### src/rtl/kgp_pkg.sv
// Shared KGP (kill/generate/propagate) encoding and sizing helpers for the
// Kogge-Stone subtractor pipeline.
package kgp_pkg;

    localparam logic [1:0] KGP_KILL = 2'b00;
    localparam logic [1:0] KGP_GEN  = 2'b11;
    localparam logic [1:0] KGP_PROP = 2'b01;

    // Number of prefix levels needed to resolve WIDTH carry positions.
    function automatic int unsigned kgp_levels(input int unsigned width);
        int unsigned lv;
        lv = 0;
        for (int unsigned i = 0; i < 32; i++) begin
            if ((32'd1 << i) < width) lv = i + 1;
        end
        return lv;
    endfunction

    // Both propagate spellings (01, 10) count as propagate.
    function automatic logic kgp_is_prop(input logic [1:0] c);
        return (c == KGP_PROP) || (c == ~KGP_PROP);
    endfunction

    // A fully resolved prefix term is either GEN (carry 1) or KILL (carry 0).
    function automatic logic kgp_carry(input logic [1:0] c);
        return c == KGP_GEN;
    endfunction

endpackage

### src/rtl/kgp_merge.sv
// Combinational combine of a (higher, lower) KGP pair: a propagating higher
// segment takes the lower segment's status, otherwise it decides on its own.
module kgp_merge
    import kgp_pkg::*;
(
    input  logic [1:0] hi,
    input  logic [1:0] lo,
    output logic [1:0] res_c
);

    always_comb begin
        res_c = hi;
        if (kgp_is_prop(hi)) res_c = lo;
    end

endmodule

### src/rtl/kgp_sub_pipe.sv
// Pipelined Kogge-Stone subtractor: diff = a - b - bin with borrow, zero,
// negative and signed-overflow flags; valid/ready with a global stall enable.
module kgp_sub_pipe
    import kgp_pkg::*;
#(
    parameter int unsigned WIDTH = 8
) (
    input  logic             clk,
    input  logic             resetn,
    input  logic             in_valid,
    output logic             in_ready,
    input  logic [WIDTH-1:0] a,
    input  logic [WIDTH-1:0] b,
    input  logic             bin,
    output logic             out_valid,
    input  logic             out_ready,
    output logic [WIDTH-1:0] diff,
    output logic             bout,
    output logic             zero,
    output logic             neg,
    output logic             ovf
);

    localparam int unsigned LEVELS = kgp_levels(WIDTH);
    localparam int unsigned NSTG   = LEVELS + 1;

    // Stage 0 holds the raw per-position terms; stage k holds prefix level k.
    // Position 0 is carry-in, position i is bit i-1, so position i resolves
    // to the carry into bit i.
    logic                  valid_q [NSTG];
    logic                  valid_d [NSTG];
    logic [WIDTH-1:0][1:0] code_q  [NSTG];
    logic [WIDTH-1:0][1:0] code_d  [NSTG];
    logic [WIDTH-1:0]      a_q     [NSTG];
    logic [WIDTH-1:0]      a_d     [NSTG];
    logic [WIDTH-1:0]      b_q     [NSTG];
    logic [WIDTH-1:0]      b_d     [NSTG];
    logic [WIDTH-1:0]      p_q     [NSTG];
    logic [WIDTH-1:0]      p_d     [NSTG];

    logic             out_valid_q, out_valid_d;
    logic [WIDTH-1:0] diff_q, diff_d;
    logic             bout_q, bout_d;
    logic             zero_q, zero_d;
    logic             neg_q, neg_d;
    logic             ovf_q, ovf_d;

    logic             en_c;
    logic [1:0]       merged_c [1:LEVELS][WIDTH];
    logic [WIDTH-1:0] carry_c;
    logic [WIDTH-1:0] diff_c;
    logic             cout_c;
    logic             zero_c;
    logic             ovf_c;

    for (genvar k = 1; k <= LEVELS; k++) begin : g_level
        localparam int unsigned SPAN = 1 << (k - 1);
        for (genvar j = 0; j < WIDTH; j++) begin : g_pos
            if (j >= SPAN) begin : g_merge
                kgp_merge u_merge (
                    .hi   (code_q[k-1][j]),
                    .lo   (code_q[k-1][j-SPAN]),
                    .res_c(merged_c[k][j])
                );
            end else begin : g_pass
                assign merged_c[k][j] = code_q[k-1][j];
            end
        end
    end

    // Result from resolved carries. Zero is detected straight from the
    // operands: the sum is all-zero exactly when every p_i equals the carry
    // that an all-zero sum would imply (cin at bit 0, a|~b one bit lower).
    always_comb begin
        for (int unsigned i = 0; i < WIDTH; i++) begin
            carry_c[i] = kgp_carry(code_q[LEVELS][i]);
        end
        diff_c = p_q[LEVELS] ^ carry_c;
        cout_c = (a_q[LEVELS][WIDTH-1] & ~b_q[LEVELS][WIDTH-1])
               | (p_q[LEVELS][WIDTH-1] & carry_c[WIDTH-1]);
        zero_c = (p_q[LEVELS] == {a_q[LEVELS][WIDTH-2:0] | ~b_q[LEVELS][WIDTH-2:0], carry_c[0]});
        ovf_c  = (a_q[LEVELS][WIDTH-1] != b_q[LEVELS][WIDTH-1])
              && (diff_c[WIDTH-1] != a_q[LEVELS][WIDTH-1]);
    end

    always_comb begin
        en_c        = !out_valid_q || out_ready;
        valid_d     = valid_q;
        code_d      = code_q;
        a_d         = a_q;
        b_d         = b_q;
        p_d         = p_q;
        out_valid_d = out_valid_q;
        diff_d      = diff_q;
        bout_d      = bout_q;
        zero_d      = zero_q;
        neg_d       = neg_q;
        ovf_d       = ovf_q;
        if (en_c) begin
            valid_d[0]   = in_valid;
            code_d[0][0] = bin ? KGP_KILL : KGP_GEN;
            for (int unsigned i = 1; i < WIDTH; i++) begin
                code_d[0][i] = {a[i-1], ~b[i-1]};
            end
            a_d[0] = a;
            b_d[0] = b;
            p_d[0] = a ^ ~b;
            for (int unsigned k = 1; k <= LEVELS; k++) begin
                valid_d[k] = valid_q[k-1];
                a_d[k]     = a_q[k-1];
                b_d[k]     = b_q[k-1];
                p_d[k]     = p_q[k-1];
                for (int unsigned j = 0; j < WIDTH; j++) begin
                    code_d[k][j] = merged_c[k][j];
                end
            end
            out_valid_d = valid_q[LEVELS];
            if (valid_q[LEVELS]) begin
                diff_d = diff_c;
                bout_d = !cout_c;
                zero_d = zero_c;
                neg_d  = diff_c[WIDTH-1];
                ovf_d  = ovf_c;
            end
        end
    end

    always_ff @(posedge clk) begin
        if (!resetn) begin
            for (int unsigned k = 0; k < NSTG; k++) begin
                valid_q[k] <= 1'b0;
                code_q[k]  <= '0;
                a_q[k]     <= '0;
                b_q[k]     <= '0;
                p_q[k]     <= '0;
            end
            out_valid_q <= 1'b0;
            diff_q      <= '0;
            bout_q      <= 1'b0;
            zero_q      <= 1'b0;
            neg_q       <= 1'b0;
            ovf_q       <= 1'b0;
        end else begin
            valid_q     <= valid_d;
            code_q      <= code_d;
            a_q         <= a_d;
            b_q         <= b_d;
            p_q         <= p_d;
            out_valid_q <= out_valid_d;
            diff_q      <= diff_d;
            bout_q      <= bout_d;
            zero_q      <= zero_d;
            neg_q       <= neg_d;
            ovf_q       <= ovf_d;
        end
    end

    assign in_ready  = en_c;
    assign out_valid = out_valid_q;
    assign diff      = diff_q;
    assign bout      = bout_q;
    assign zero      = zero_q;
    assign neg       = neg_q;
    assign ovf       = ovf_q;

endmodule

### config.mk
export PLATFORM = sky130hd
export DESIGN_NAME = kgp_sub_pipe
export DESIGN_NICKNAME = d
export VERILOG_FILES = /design/src/rtl/kgp_pkg.sv /design/src/rtl/kgp_merge.sv /design/src/rtl/kgp_sub_pipe.sv
export SDC_FILE = /design/constraint.sdc
export NUM_CORES = 1
export LEC_CHECK = 0
export ABC_AREA = 1
export CAP_MARGIN = 40
export CORE_ASPECT_RATIO = 1.1
export CORE_MARGIN = 2
export CORE_UTILIZATION = 25
export DETAILED_ROUTE_END_ITERATION = 8
export GPL_TIMING_DRIVEN = 0
export HOLD_SLACK_MARGIN = 0.06
export SLEW_MARGIN = 30
export SYNTH_ARGS = -nofsm -noshare
export SYNTH_HDL_FRONTEND = slang
export SYNTH_SLANG_ARGS = --single-unit
### constraint.sdc
create_clock -name clk -period 1.3 [get_ports clk]
set_input_delay 0.13 -clock clk [delete_from_list [all_inputs] [get_ports clk]]
set_output_delay 0.13 -clock clk [all_outputs]
set_load 0.05 [all_outputs]
==> results.txt <==
The flow ran to the end, but the final reports show violations. The checks that failed: negative setup slack. The filler-free cell count of the finished design was 1,230. Kind of start point of the critical path: a flop.

The number of cells on the worst reg-to-reg path is 9. In this run the worst path has a maximum fanout of 5. The mean instance size in the synthesized netlist was 7.84 um2. STA classifies the critical path endpoint as an output pin. The simple-gate share of the synthesized area came out at 0.182.

The critical path runs through a total of 5 cells. The buffer and inverter count on the worst path works out to 4. Required arrival time at the worst endpoint: 1.17 ns. After synthesis, the netlist uses 26 different library cells. The worst-case IR drop observed on VDD is 0.00104 V.

The tools report the antenna cell count as 0. The number of maximum-capacitance violations was 0; the final routed wirelength across all metal layers was 20,300 um. The logs give 833 for the number of nets produced by synthesis and 0.00399 uW for the static power due to leakage. Once detail routing completed, the nets flagged for antenna violations numbered 0. The complex-gate fraction of the synthesized area was 0.209. Among cell families on the critical path, the largest total delay comes from buffers and inverters.

The area added between synthesis and finish works out to 55.6%. The overall routing resource usage is 0.136, and the clock tree buffer depth is 2. Synthesis handed over a netlist of 810 instances. For this run the aggregate overflow at the end of global routing stands at 0. For this run, the top clock speed supported by timing is 671 MHz.

On the final layout, the worst clock skew is 0.00910 ns. The sequential area share after synthesis was 0.520; the die footprint was 26,700 um2. The fraction of power consumed by combinational cells was 0.087.

Via density per instance: 4.79. The setup check on the worst reg-to-reg path leaves a slack of -0.19 ns. The tools report the power share of the sequential group as 0.439. The first element of the critical path is out_valid.

Counting the buffers created by CTS gives 17. In this run the standard cell core region covers 25,100 um2. The placed wire-length estimate was 12,200 um. The largest area contributor in the synthesized netlist was sky130_fd_sc_hd__dfxtp_1. Later-pin clock latency in the skew report: 0.43 ns.

The detailed-router iteration count before antenna repair was 5. The fraction of synthesized cell area taken by the top area cell type was 0.520; the worst setup margin was -0.190 ns. The initial antenna violation count was 0. The final-report max-slew violation count is 0. The min-delay analysis places its worst path in the category in -> reg. The critical path is of the reg -> out type. The clock input transition at the sequential cells of the worst setup and hold paths came out at 0.06 ns.

The die is 156 um wide. Clock tree synthesis selected as its root buffer the cell sky130_fd_sc_hd__clkbuf_16. The tools report the via count of the first global-routing pass as 5,286.

The cell area that synthesis handed to floorplanning was 6350 um2. The number of warnings printed during yosys synthesis is 0, and the net switching power is 2940 uW. The largest stage delay on the critical path came out at 0.35 ns.

Total of hold buffers inserted after clock tree synthesis: 0. The tightest hold path in the finished design has a slack of 0.303 ns. The signal on the critical path passes through nand2_4, buf_12, buf_8, buf_8, buf_8. The actual transition at the worst max-transition pin was 0.709 ns; the switching share of power was 0.235. Once placement finished, the instance area stood at 7090 um2.

The number of placed instances, taps included, is 1,159. In the final design database the tool counted 925 nets. Routability-driven placement finished with a final weighted congestion of 0.820.

The clock sink count is 165, and the quantity of I/O buffers inserted on ports is 34. The source of the worst register-to-register timing path is out_valid. The cell with the most instances on the worst path is sky130_fd_sc_hd__buf_8. For the clock network fraction of total power, the log shows 0.473.

After detailed routing, the average wire length per cell comes to 16.5 um. For the finished layout cell area, the log shows 9880 um2. Mux share of post-synthesis cell area: 0. The end of the critical path was in_ready. The adder-cell area share of the yosys netlist came out at 0.00867.

Setup repair after global routing could not meet its margin everywhere. The run gives 0 as the number of remaining DRC errors. The logs give 0.253 for the effective utilization at floorplan and 1.36 ns for the data arrival time at the worst-slack endpoint.

Ranked by total cell area, the synthesized netlist is headed by sky130_fd_sc_hd__dfxtp_1 (52%), sky130_fd_sc_hd__o21ai_0 (9.7%), sky130_fd_sc_hd__nor2_1 (8.5%), sky130_fd_sc_hd__nand2_1 (7.2%), sky130_fd_sc_hd__a21oi_1 (5.4%). Library cell contributing the largest single delay on the critical path: sky130_fd_sc_hd__dfxtp_4. The H-tree was split into 4 levels.

Number of endpoints with negative hold slack in the final report: 0. Row generation in the floorplan step produced 61 rows. TritonCTS built the clock tree.

In this run the power density over the cells is 1270 nW/um2. The layout cell share with drive strength beyond 1 is 0.381, and the count of pins on the block boundary is 35. The floorplan die height was 171 um; the overall via count from detail_route was 5,888.

The internal power of the cells totals 9560 uW. Capturing point of the worst reg2reg path: code_q[41]. DRC violation total after the first TritonRoute iteration: 326. Entering global routing, the biggest net connects 17 pins.

The post-route minimum period was 1.49 ns; the global-route wire length before repair was 27,800 um. After synthesis, the largest family of logic cells by area is compound AO/OA/AOI/OAI gates. Synthesis inferred 165 register bits. The final critical-path share of the clock period was 1.15; the worst max-slew margin expressed relative to the limit was 0.527.

Setup violations remaining at the end of the flow were counted as 134. The synthesized-area fraction occupied by xor and xnor cells came out at 0.00414.
[cell type report]
type	instances	area [um2]
fillers	2340	15200
multi-input cells	538	3620
repair inverters	1	16.3
clock buffers	22	475
flip-flops and latches	165	3310
clock inverters	10	215
well taps	315	394
plain buffers	49	617
inverters	58	246
repair buffers	72	985
[cells by family (layout without fill, tap and decap cells)]
group           Yosys count  in the layout
simple gates            288            288
flops                   165            165
fa+ha+maj                 5              5
xor+xnor                  3              3
buf+inv                 107            212
compound gates          242            242
[stage by stage]
stage | setup WS (ns) | setup TNS (ns) | power, uW | utilization
2_1_floorplan | 0.0200 | 0 | 5960 | -
3_3_place_gp | -0.971 | -71.20 | 6230 | 0.282
3_5_place_dp | -0.958 | -70.78 | 6240 | 0.282
4_1_cts | -0.204 | -2.97 | 12100 | 0.324
5_1_grt | -0.223 | -13.76 | 12900 | 0.393
6_report | -0.190 | -8.31 | 12500 | 0.393
[state kept, by name (all words and copies together), names as in the netlist, 4 cells and up]
name     flops
code_q      53
valid_q      4
a_q         32
b_q         32
p_q         32
diff         8
[worst reg2reg max path: cells and delay by family (launching register included)]
kind	cells	cell delay [ns]
buffers and inverters	6	0.80
flip-flops	1	0.35
AND/OR/NAND/NOR	2	0.15
AO/OA/AOI/OAI	1	0.05
[routing by layer]
| layer | GRT usage | up-vias | wire, um |
|---|---|---|---|
| met4 | 0.0546 | 0 | 626 |
| li1 | - | 2852 | - |
| met2 | 0.212 | 169 | 9670 |
| met1 | 0.182 | 2821 | 8990 |
| met5 | 0 | - | 0 |
| met3 | 0.0296 | 46 | 1050 |
[worst min-delay path by stage]
stage | startpoint | to | depth (start not counted)
floorplan | bin | code_q[48] | 1
global placement | b_q[7] | b_q[7] | 2
detailed placement | code_q[8] | code_q[8] | 2
CTS | in_valid | valid_q[3] | 3
global route | in_valid | valid_q[3] | 3
finish | in_valid | valid_q[3] | 3
[power groups by stage]
stage,sequential [uW],combinational [uW],clock (uW)
floorplan,5500,456,0
global placement,5510,717,0
detailed placement,5510,725,0
CTS,5410,780,5940
global route,5510,1180,6160
finish,5490,1090,5920
[Yosys cell counts]
library cell	instances
sky130_fd_sc_hd__ha_1	2
sky130_fd_sc_hd__buf_6	4
sky130_fd_sc_hd__buf_4	8
sky130_fd_sc_hd__dfxtp_1	165
sky130_fd_sc_hd__xor2_1	3
sky130_fd_sc_hd__o21ai_0	123
sky130_fd_sc_hd__nand3_1	7
sky130_fd_sc_hd__nor2_4	4
sky130_fd_sc_hd__clkbuf_1	23
sky130_fd_sc_hd__maj3_1	3
sky130_fd_sc_hd__a31oi_1	17
sky130_fd_sc_hd__inv_4	1
sky130_fd_sc_hd__or2_2	10
sky130_fd_sc_hd__inv_1	56
sky130_fd_sc_hd__a211oi_1	6
sky130_fd_sc_hd__buf_2	14
sky130_fd_sc_hd__nor2_1	143
sky130_fd_sc_hd__o21ai_2	6
sky130_fd_sc_hd__o21ai_1	8
sky130_fd_sc_hd__nand2_1	122
sky130_fd_sc_hd__a21oi_2	6
sky130_fd_sc_hd__clkinv_1	1
sky130_fd_sc_hd__nand2_2	1
sky130_fd_sc_hd__a21oi_1	69
sky130_fd_sc_hd__o211a_1	7
sky130_fd_sc_hd__nand2_4	1
[placed cells by master, fill, tap and decap left out, drive strengths merged, types with 5 or more instances in the layout]
| master | n |
|---|---|
| a211oi | 6 |
| a21oi | 75 |
| a31oi | 17 |
| buf | 59 |
| bufinv | 6 |
| clkbuf | 63 |
| clkdlybuf4s50 | 20 |
| clkinv | 5 |
| dfxtp | 165 |
| inv | 58 |
| nand2 | 124 |
| nand3 | 7 |
| nor2 | 147 |
| o211a | 7 |
| o21ai | 137 |
| or2 | 10 |
[timing repair]
item                                    4_1_cts  5_1_grt
gates cloned                                  5       19
gates resized for setup                     165      397
setup buffers                                 5       10
pin swaps                                     3       35
endpoints found under the setup margin      171      166
(Power assumes the default switching activity.)
